==> src/rtl/udma_i2c_arb_pkg.sv <==
// rtl/udma_i2c_arb_pkg.sv - shared types for the uDMA I2C command arbiter
package udma_i2c_arb_pkg;

  typedef enum logic [2:0] {
    ARB_IDLE,
    ARB_STREAM,
    ARB_FLUSH,
    ARB_WAIT,
    ARB_RESP
  } arb_state_e;

  typedef enum logic [1:0] {
    STAT_OK   = 2'b00,
    STAT_NACK = 2'b01,
    STAT_ERR  = 2'b10,
    STAT_TMO  = 2'b11
  } arb_status_e;

  // Wraps an index that may overshoot by at most one full lap.
  function automatic int rr_wrap(input int idx, input int n);
    return (idx >= n) ? idx - n : idx;
  endfunction

endpackage

==> src/rtl/udma_i2c_rr_arb.sv <==
// rtl/udma_i2c_rr_arb.sv - round-robin picker: first request at or after ptr_i
module udma_i2c_rr_arb
  import udma_i2c_arb_pkg::*;
#(
  parameter int N  = 4,
  parameter int IW = (N > 1) ? $clog2(N) : 1
) (
  input  logic [N-1:0]  req_i,
  input  logic [IW-1:0] ptr_i,
  output logic [N-1:0]  gnt_o,
  output logic [IW-1:0] idx_o,
  output logic          any_o
);

  always_comb begin
    int          jj;
    logic [IW-1:0] j;
    jj    = 0;
    j     = '0;
    gnt_o = '0;
    idx_o = '0;
    any_o = 1'b0;
    for (int k = 0; k < N; k++) begin
      jj = rr_wrap(int'(ptr_i) + k, N);
      j  = IW'(jj);
      if (!any_o && req_i[j]) begin
        any_o    = 1'b1;
        gnt_o[j] = 1'b1;
        idx_o    = j;
      end
    end
  end

endmodule

==> src/rtl/udma_i2c_cmd_arb.sv <==
// rtl/udma_i2c_cmd_arb.sv - transaction-level round-robin arbiter for the I2C command stream
module udma_i2c_cmd_arb
  import udma_i2c_arb_pkg::*;
#(
  parameter int N_REQ = 4,
  parameter int CMD_W = 32,
  parameter int TMO_W = 16
) (
  input  logic                   sys_clk_i,
  input  logic                   rstn_i,
  input  logic [N_REQ-1:0]       req_valid_i,
  input  logic [N_REQ-1:0]       req_last_i,
  input  logic [N_REQ*CMD_W-1:0] req_data_i,
  output logic [N_REQ-1:0]       req_ready_o,
  output logic                   cmd_valid_o,
  output logic [CMD_W-1:0]       cmd_data_o,
  input  logic                   cmd_ready_i,
  input  logic                   eot_i,
  input  logic                   nack_i,
  input  logic                   err_i,
  input  logic [TMO_W-1:0]       cfg_timeout_i,
  output logic [N_REQ-1:0]       grant_o,
  output logic [N_REQ-1:0]       rsp_valid_o,
  output logic [1:0]             rsp_status_o,
  output logic                   busy_o
);

  localparam int IW = (N_REQ > 1) ? $clog2(N_REQ) : 1;

  arb_state_e       state_q;
  arb_status_e      status_q;
  logic [N_REQ-1:0] grant_q;
  logic [IW-1:0]    ptr_q;
  logic [TMO_W-1:0] cnt_q, cnt_d;

  logic [N_REQ-1:0] pick_gnt;
  logic [IW-1:0]    pick_idx;
  logic             pick_any;
  logic             own_valid, own_last, hs_last, flush_last, abort;
  logic [CMD_W-1:0] own_data;
  arb_status_e      abort_status;

  udma_i2c_rr_arb #(.N(N_REQ), .IW(IW)) u_rr (
    .req_i (req_valid_i),
    .ptr_i (ptr_q),
    .gnt_o (pick_gnt),
    .idx_o (pick_idx),
    .any_o (pick_any)
  );

  always_comb begin
    own_data = '0;
    for (int i = 0; i < N_REQ; i++) begin
      if (grant_q[i]) own_data = own_data | req_data_i[i*CMD_W +: CMD_W];
    end
  end

  assign own_valid    = |(req_valid_i & grant_q);
  assign own_last     = |(req_last_i & grant_q);
  assign hs_last      = (state_q == ARB_STREAM) && own_valid && own_last && cmd_ready_i;
  assign flush_last   = (state_q == ARB_FLUSH) && own_valid && own_last;
  assign abort        = err_i || nack_i;
  assign abort_status = err_i ? STAT_ERR : STAT_NACK;
  // Saturating: counts WAIT cycles including the current one.
  assign cnt_d        = (cnt_q == '1) ? cnt_q : cnt_q + 1'b1;

  assign cmd_valid_o  = (state_q == ARB_STREAM) && own_valid;
  assign cmd_data_o   = (state_q == ARB_STREAM) ? own_data : '0;
  assign grant_o      = grant_q;
  assign rsp_valid_o  = (state_q == ARB_RESP) ? grant_q : '0;
  assign rsp_status_o = (state_q == ARB_RESP) ? status_q : STAT_OK;
  assign busy_o       = (state_q != ARB_IDLE);

  always_comb begin
    req_ready_o = '0;
    case (state_q)
      ARB_STREAM: req_ready_o = grant_q & {N_REQ{cmd_ready_i}};
      ARB_FLUSH:  req_ready_o = grant_q;
      default:    req_ready_o = '0;
    endcase
  end

  always_ff @(posedge sys_clk_i or negedge rstn_i) begin
    if (!rstn_i) begin
      state_q  <= ARB_IDLE;
      status_q <= STAT_OK;
      grant_q  <= '0;
      ptr_q    <= '0;
      cnt_q    <= '0;
    end else begin
      case (state_q)
        ARB_IDLE: begin
          if (pick_any) begin
            grant_q  <= pick_gnt;
            ptr_q    <= IW'(rr_wrap(int'(pick_idx) + 1, N_REQ));
            status_q <= STAT_OK;
            state_q  <= ARB_STREAM;
          end
        end
        ARB_STREAM: begin
          if (abort) begin
            status_q <= abort_status;
            state_q  <= hs_last ? ARB_RESP : ARB_FLUSH;
          end else if (hs_last) begin
            cnt_q   <= '0;
            state_q <= ARB_WAIT;
          end
        end
        // Status pulses here are ignored so the first recorded status is kept.
        ARB_FLUSH: begin
          if (flush_last) state_q <= ARB_RESP;
        end
        ARB_WAIT: begin
          cnt_q <= cnt_d;
          if (abort) begin
            status_q <= abort_status;
            state_q  <= ARB_RESP;
          end else if (eot_i) begin
            status_q <= STAT_OK;
            state_q  <= ARB_RESP;
          end else if ((cfg_timeout_i != '0) && (cnt_d == cfg_timeout_i)) begin
            status_q <= STAT_TMO;
            state_q  <= ARB_RESP;
          end
        end
        ARB_RESP: begin
          grant_q <= '0;
          state_q <= ARB_IDLE;
        end
        default: state_q <= ARB_IDLE;
      endcase
    end
  end

endmodule
==> config.mk <==
export PLATFORM = sky130hd
export DESIGN_NAME = udma_i2c_cmd_arb
export DESIGN_NICKNAME = d
export VERILOG_FILES = /design/src/rtl/udma_i2c_arb_pkg.sv /design/src/rtl/udma_i2c_rr_arb.sv /design/src/rtl/udma_i2c_cmd_arb.sv
export SDC_FILE = /design/constraint.sdc
export NUM_CORES = 1
export LEC_CHECK = 0
export CORE_UTILIZATION = 30
export CTS_CLUSTER_SIZE = 20
export DETAILED_ROUTE_END_ITERATION = 12
export GPL_ROUTABILITY_DRIVEN = 0
export PLACE_DENSITY = 0.69
export REMOVE_ABC_BUFFERS = 1
export SYNTH_ARGS = -nofsm -noshare
export SYNTH_HDL_FRONTEND = slang
export SYNTH_SLANG_ARGS = --single-unit
export TNS_END_PERCENT = 10
==> constraint.sdc <==
create_clock -name sys_clk_i -period 5.8 [get_ports sys_clk_i]
set_input_delay 1.45 -clock sys_clk_i [delete_from_list [all_inputs] [get_ports sys_clk_i]]
set_output_delay 1.45 -clock sys_clk_i [all_outputs]
set_load 0.03 [all_outputs]
==> results.md <==
Run status:
- The flow ran to the end, and the final reports show no timing, DRC or antenna violations.

Timing:
- The number of hold-slack violations in the final timing report is 0.
- At the pin with the least slew margin, the transition time is 1.16 ns.
- The relative max-transition margin is 0.225.
- Between clock sinks in the finished design, the worst skew comes to 0.00281 ns.
- Setup repair after global routing left no endpoint under its margin.
- The final worst-path cycle share is 0.806.
- Setup violations remaining at the end of the flow were counted as 0.
- The time the worst path needs with I/O delays and setup is 4.68 ns.
- Based on the critical path, the design can be clocked at up to 0.214 GHz.
- Setup total negative slack on the finished layout was measured at 0 ns.
- The final number of max-transition violations is 0.

Setup path:
- The data required time at the worst endpoint is 4.35 ns.
- The worst setup path is launched from an input port.
- Among cell families on the critical path, the largest total delay comes from buffers and inverters.
- For this design, the slowest cell found on the critical path is clkdlybuf4s50_1.
- The worst setup path is captured at an output pin.
- The critical path arrival is 3.23 ns.
- The peak fanout along the critical path is 5.
- Counting both buffers and inverters, the worst setup path holds a total of 2.
- The largest single stage delay on the critical path is 0.67 ns.
- The critical path starts at cmd_ready_i.
- By startpoint and endpoint, the worst setup path is classified as in -> out.
- The signal on the critical path passes through clkdlybuf4s50_1, nand2_1, a21oi_1, and2_1, clkdlybuf4s50_1.
- The library cell appearing most often on the critical path is clkdlybuf4s50_1.
- The startpoint identified for the worst register-to-register timing path is cnt_q[4].

Run:
- Max-cap violations in this run came to 0.

Floorplan:
- The area of the die is 12200 µm².
- The floorplan die height is 110 µm.
- The core region is 11400 µm².
- The starting density of the core is 0.308.
- In this run the horizontal extent of the chip is 110 µm.
- Row generation in the floorplan step produced 39 rows.
- During I/O placement, the number of pins put on the boundary was 206.

Cells and area:
- The area occupied by multi-input gates is 2590 µm².
- The filler cell count is 1113.
- For this run, the share of the core covered by cells in the final layout is 0.498.
- The relative area change from synthesis to final layout is 61.6%.
- Summing all flip-flop and latch instances after layout gives 676 µm².
- The most common library cell in the layout ignoring fill and taps is clkdlybuf4s50_1.
- Leaving out fill and tap cells, the most frequent cells in the layout are 205 x clkdlybuf4s50_1, 70 x a22oi_1, 61 x a21oi_1.
- The number of antenna cells inserted is 0.
- In the final design database the tool counted 820 nets.
- The finished layout holds 796 standard cells, fillers aside.
- Of the cells placed in the final design, the portion with a size suffix greater than 1 is 0.0475.

Logic synthesis:
- The synthesized instance count is 485.
- The predominant post-synthesis flop cell is dfrtp_1.
- Of the post-synthesis cell area, the part taken by muxes is 0.0281.
- The per-instance average area after synthesis is 7.26 µm².
- The proportion of synthesized flip-flops having asynchronous set or reset is 1.00.
- The simple-gate share of the synthesized area is 0.235.
- The biggest area contributor in the post-synthesis netlist is dfrtp_1.
- Yosys attributes the largest share of cell area to dfrtp_1 19%, a22oi_1 15%, a21oi_1 8.7%, o21ai_0 4.4%, clkbuf_1 3.9%.
- For this run, the register share of the synthesized area comes to 0.192.
- The synthesized-area fraction occupied by adder cells is 0.0284.
- The synthesized netlist occupies a cell area of 3520 µm².
- After synthesis the netlist holds a flip-flop and latch count of 27.
- The number of distinct library cells after synthesis is 67.
- Of the total synthesized cell area, the portion taken by XOR and XNOR cells is 0.0423.
- Yosys mapped a number of flops with a built-in enable equal to 0.
- The compound-gate portion of the synthesized area is 0.402.
- After synthesis, the largest family of logic cells by area is compound AO/OA/AOI/OAI gates.
- For this run, the number of Yosys warnings is 0.
- The share of synthesized area in the top cell type comes to 0.192.

CTS:
- Clock-pin slew was measured on the worst setup and hold paths at 0.07 ns.
- CTS saw 27 sinks.
- At the later pin of the worst-skew pair, clock insertion delay measures 0.26 ns.
- The clock tree from TritonCTS is built.
- In this run the number of H-tree levels came out at 1.
- The count of hold buffers inserted by post-cts repair is 0.
- The number of buffers added for setup after CTS is 0.
- In this run the deepest clock path goes through 2 buffers.
- The cell at the root of the clock tree is clkbuf_16.
- Once the clock tree was built, the resizer swapped 0 gates to a different size.
- The TritonCTS buffer count is 3.

Power and ir drop:
- Of the total power, combinational logic draws 0.688.
- The sum of internal, switching and leakage power is 1.94 mW.
- The share of total power in sequential cells is 0.229.
- The worst vdd rail ir drop is 0.187 mV.
- The internal power of the cells is 0.946 mW.
- The portion of total power attributed to the clock network is 0.083.
- Dividing total power by cell area gives a power density of 340 nW/µm².
- Summed over all cells, the static leakage comes to 1.99 nW.
- The analysis attributes to net switching a power of 0.990 mW.
- The switching share of power is 0.511.

Drt:
- Dividing the detail-routed wire length by the instance count gives 18.2 µm.
- The total detailed-routing wirelength is 14.5 mm.
- The number of nets with antenna violations after detailed routing is 0.
- After detailed routing, the number of remaining DRC violations is 0.
- The average via count per standard cell is 5.84.
- The total via count in the routed design is 4652.
- The first routing iteration left 510 violations.
- The first TritonRoute pass finished after 5 iterations.

Place:
- Once detailed placement completed, the half-perimeter wirelength came to 11.4 mm.
- Once placement completed, the tool counted placed cells totaling 792.
- In this run the tool buffered the top-level ports with 205 buffer cells.

Global route:
- The wire length of the first global-routing pass is 21.8 mm.
- Global routing finished with a remaining overflow of 0.
- Entering global routing, the biggest net connects 34 pins.
- For this run, the total global-route usage over all layers was measured as 0.227.
- The number of antenna violations at the first check in global routing is 0.
- The number of global-route vias before repair is 4267.

Worst hold path:
- The min-delay analysis places its worst path in the category reg -> reg.
- The source of the worst hold timing path is status_q[0].
## layout make-up
cell class | instances | share of cell area
inverter | 14 | 0.00924
tap | 143 | 0.0314
multi-input combinational | 395 | 0.455
clock inverter | 1 | 0.00132
sequential | 27 | 0.119
clock buffer | 3 | 0.0132
timing repair buffer | 213 | 0.371
## power by group through the flow
| stage | Sequential, mW | Combinational, mW | Clock, mW |
|---|---|---|---|
| floorplan | 0.416 | 0.809 | 0 |
| global placement | 0.440 | 1.30 | 0 |
| detailed placement | 0.446 | 1.33 | 0 |
| CTS | 0.442 | 1.33 | 0.165 |
| global route | 0.464 | 1.44 | 0.177 |
| finish | 0.444 | 1.33 | 0.161 |
## cell usage after synthesis (2+ instances only)
cell,n
a21oi_1,61
mux2i_1,2
nand3_1,11
o31a_1,2
or3_1,4
nor2_1,26
o2111ai_1,2
and4_1,4
clkbuf_1,37
and2_1,6
a221oi_1,2
and3_1,17
o211ai_1,2
nor2b_1,6
xor2_1,7
or2_2,2
xnor2_1,10
mux4_2,3
nand4_1,10
a22oi_1,70
nor4_1,7
o21ai_0,31
nand2_1,35
dfrtp_1,27
o22ai_1,6
nand2b_1,4
a41oi_1,3
a22o_1,5
a31o_2,3
inv_1,13
a31oi_1,7
ha_1,8
buf_4,2
nor3_1,8
a21boi_0,2
buf_2,9
## worst reg2reg max path: stages, from the launching register on
cell and delay, ns:
dfrtp_1 0.56, nand4_1 0.54, nor4_1 0.81, buf_4 0.29
o21ai_0 0.11, a32oi_1 0.18, o2111ai_1 0.26, nand2b_1 0.28
o21a_1 0.22, nor4b_2 0.26
## path summary, 6_finish.rpt
check                                  to  slack, ns  cells past startpoint
max                        req_ready_o[3]       1.12                      5
min                           status_q[0]       0.54                      2
max reg2reg                    state_q[2]       2.20                      9
min reg2reg                   status_q[0]       0.54                      2
max in group asynchronous        cnt_q[3]       3.97                      2
min in group asynchronous       cnt_q[10]       1.56                      2
## kinds of logic (layout without fill, tap and decap cells)
group,after synthesis,after routing
compound gates,214,214
buf+inv,63,231
simple gates,150,150
fa+ha+maj,8,8
xor+xnor,17,17
mux,6,6
flops,27,27
## routing by layer
layer  GRT usage  up-vias  share of wire
met4      0.0592        0          0.017
met1       0.270     2211           0.40
met5           0        -              0
li1            -     2206              -
met2       0.414      213           0.49
met3      0.0459       22          0.085
## registers in the layout (all words and copies together), names as in the netlist
name      flops
cnt_q        16
ptr_q         2
state_q       3
grant_o       4
status_q      2
## metrics by stage
stage | worst slack, ns | area, µm² | hold slack, ns
finish | 1.12 | 5690 | 0.537
global route | 1.02 | 5690 | 0.549
CTS | 1.11 | 5690 | 0.531
detailed placement | 1.12 | 5610 | 0.521
global placement | 1.17 | 5610 | 0.516
floorplan | 2.26 | 3320 | 0.488
No activity file was read; power rests on OpenSTA's default activity.
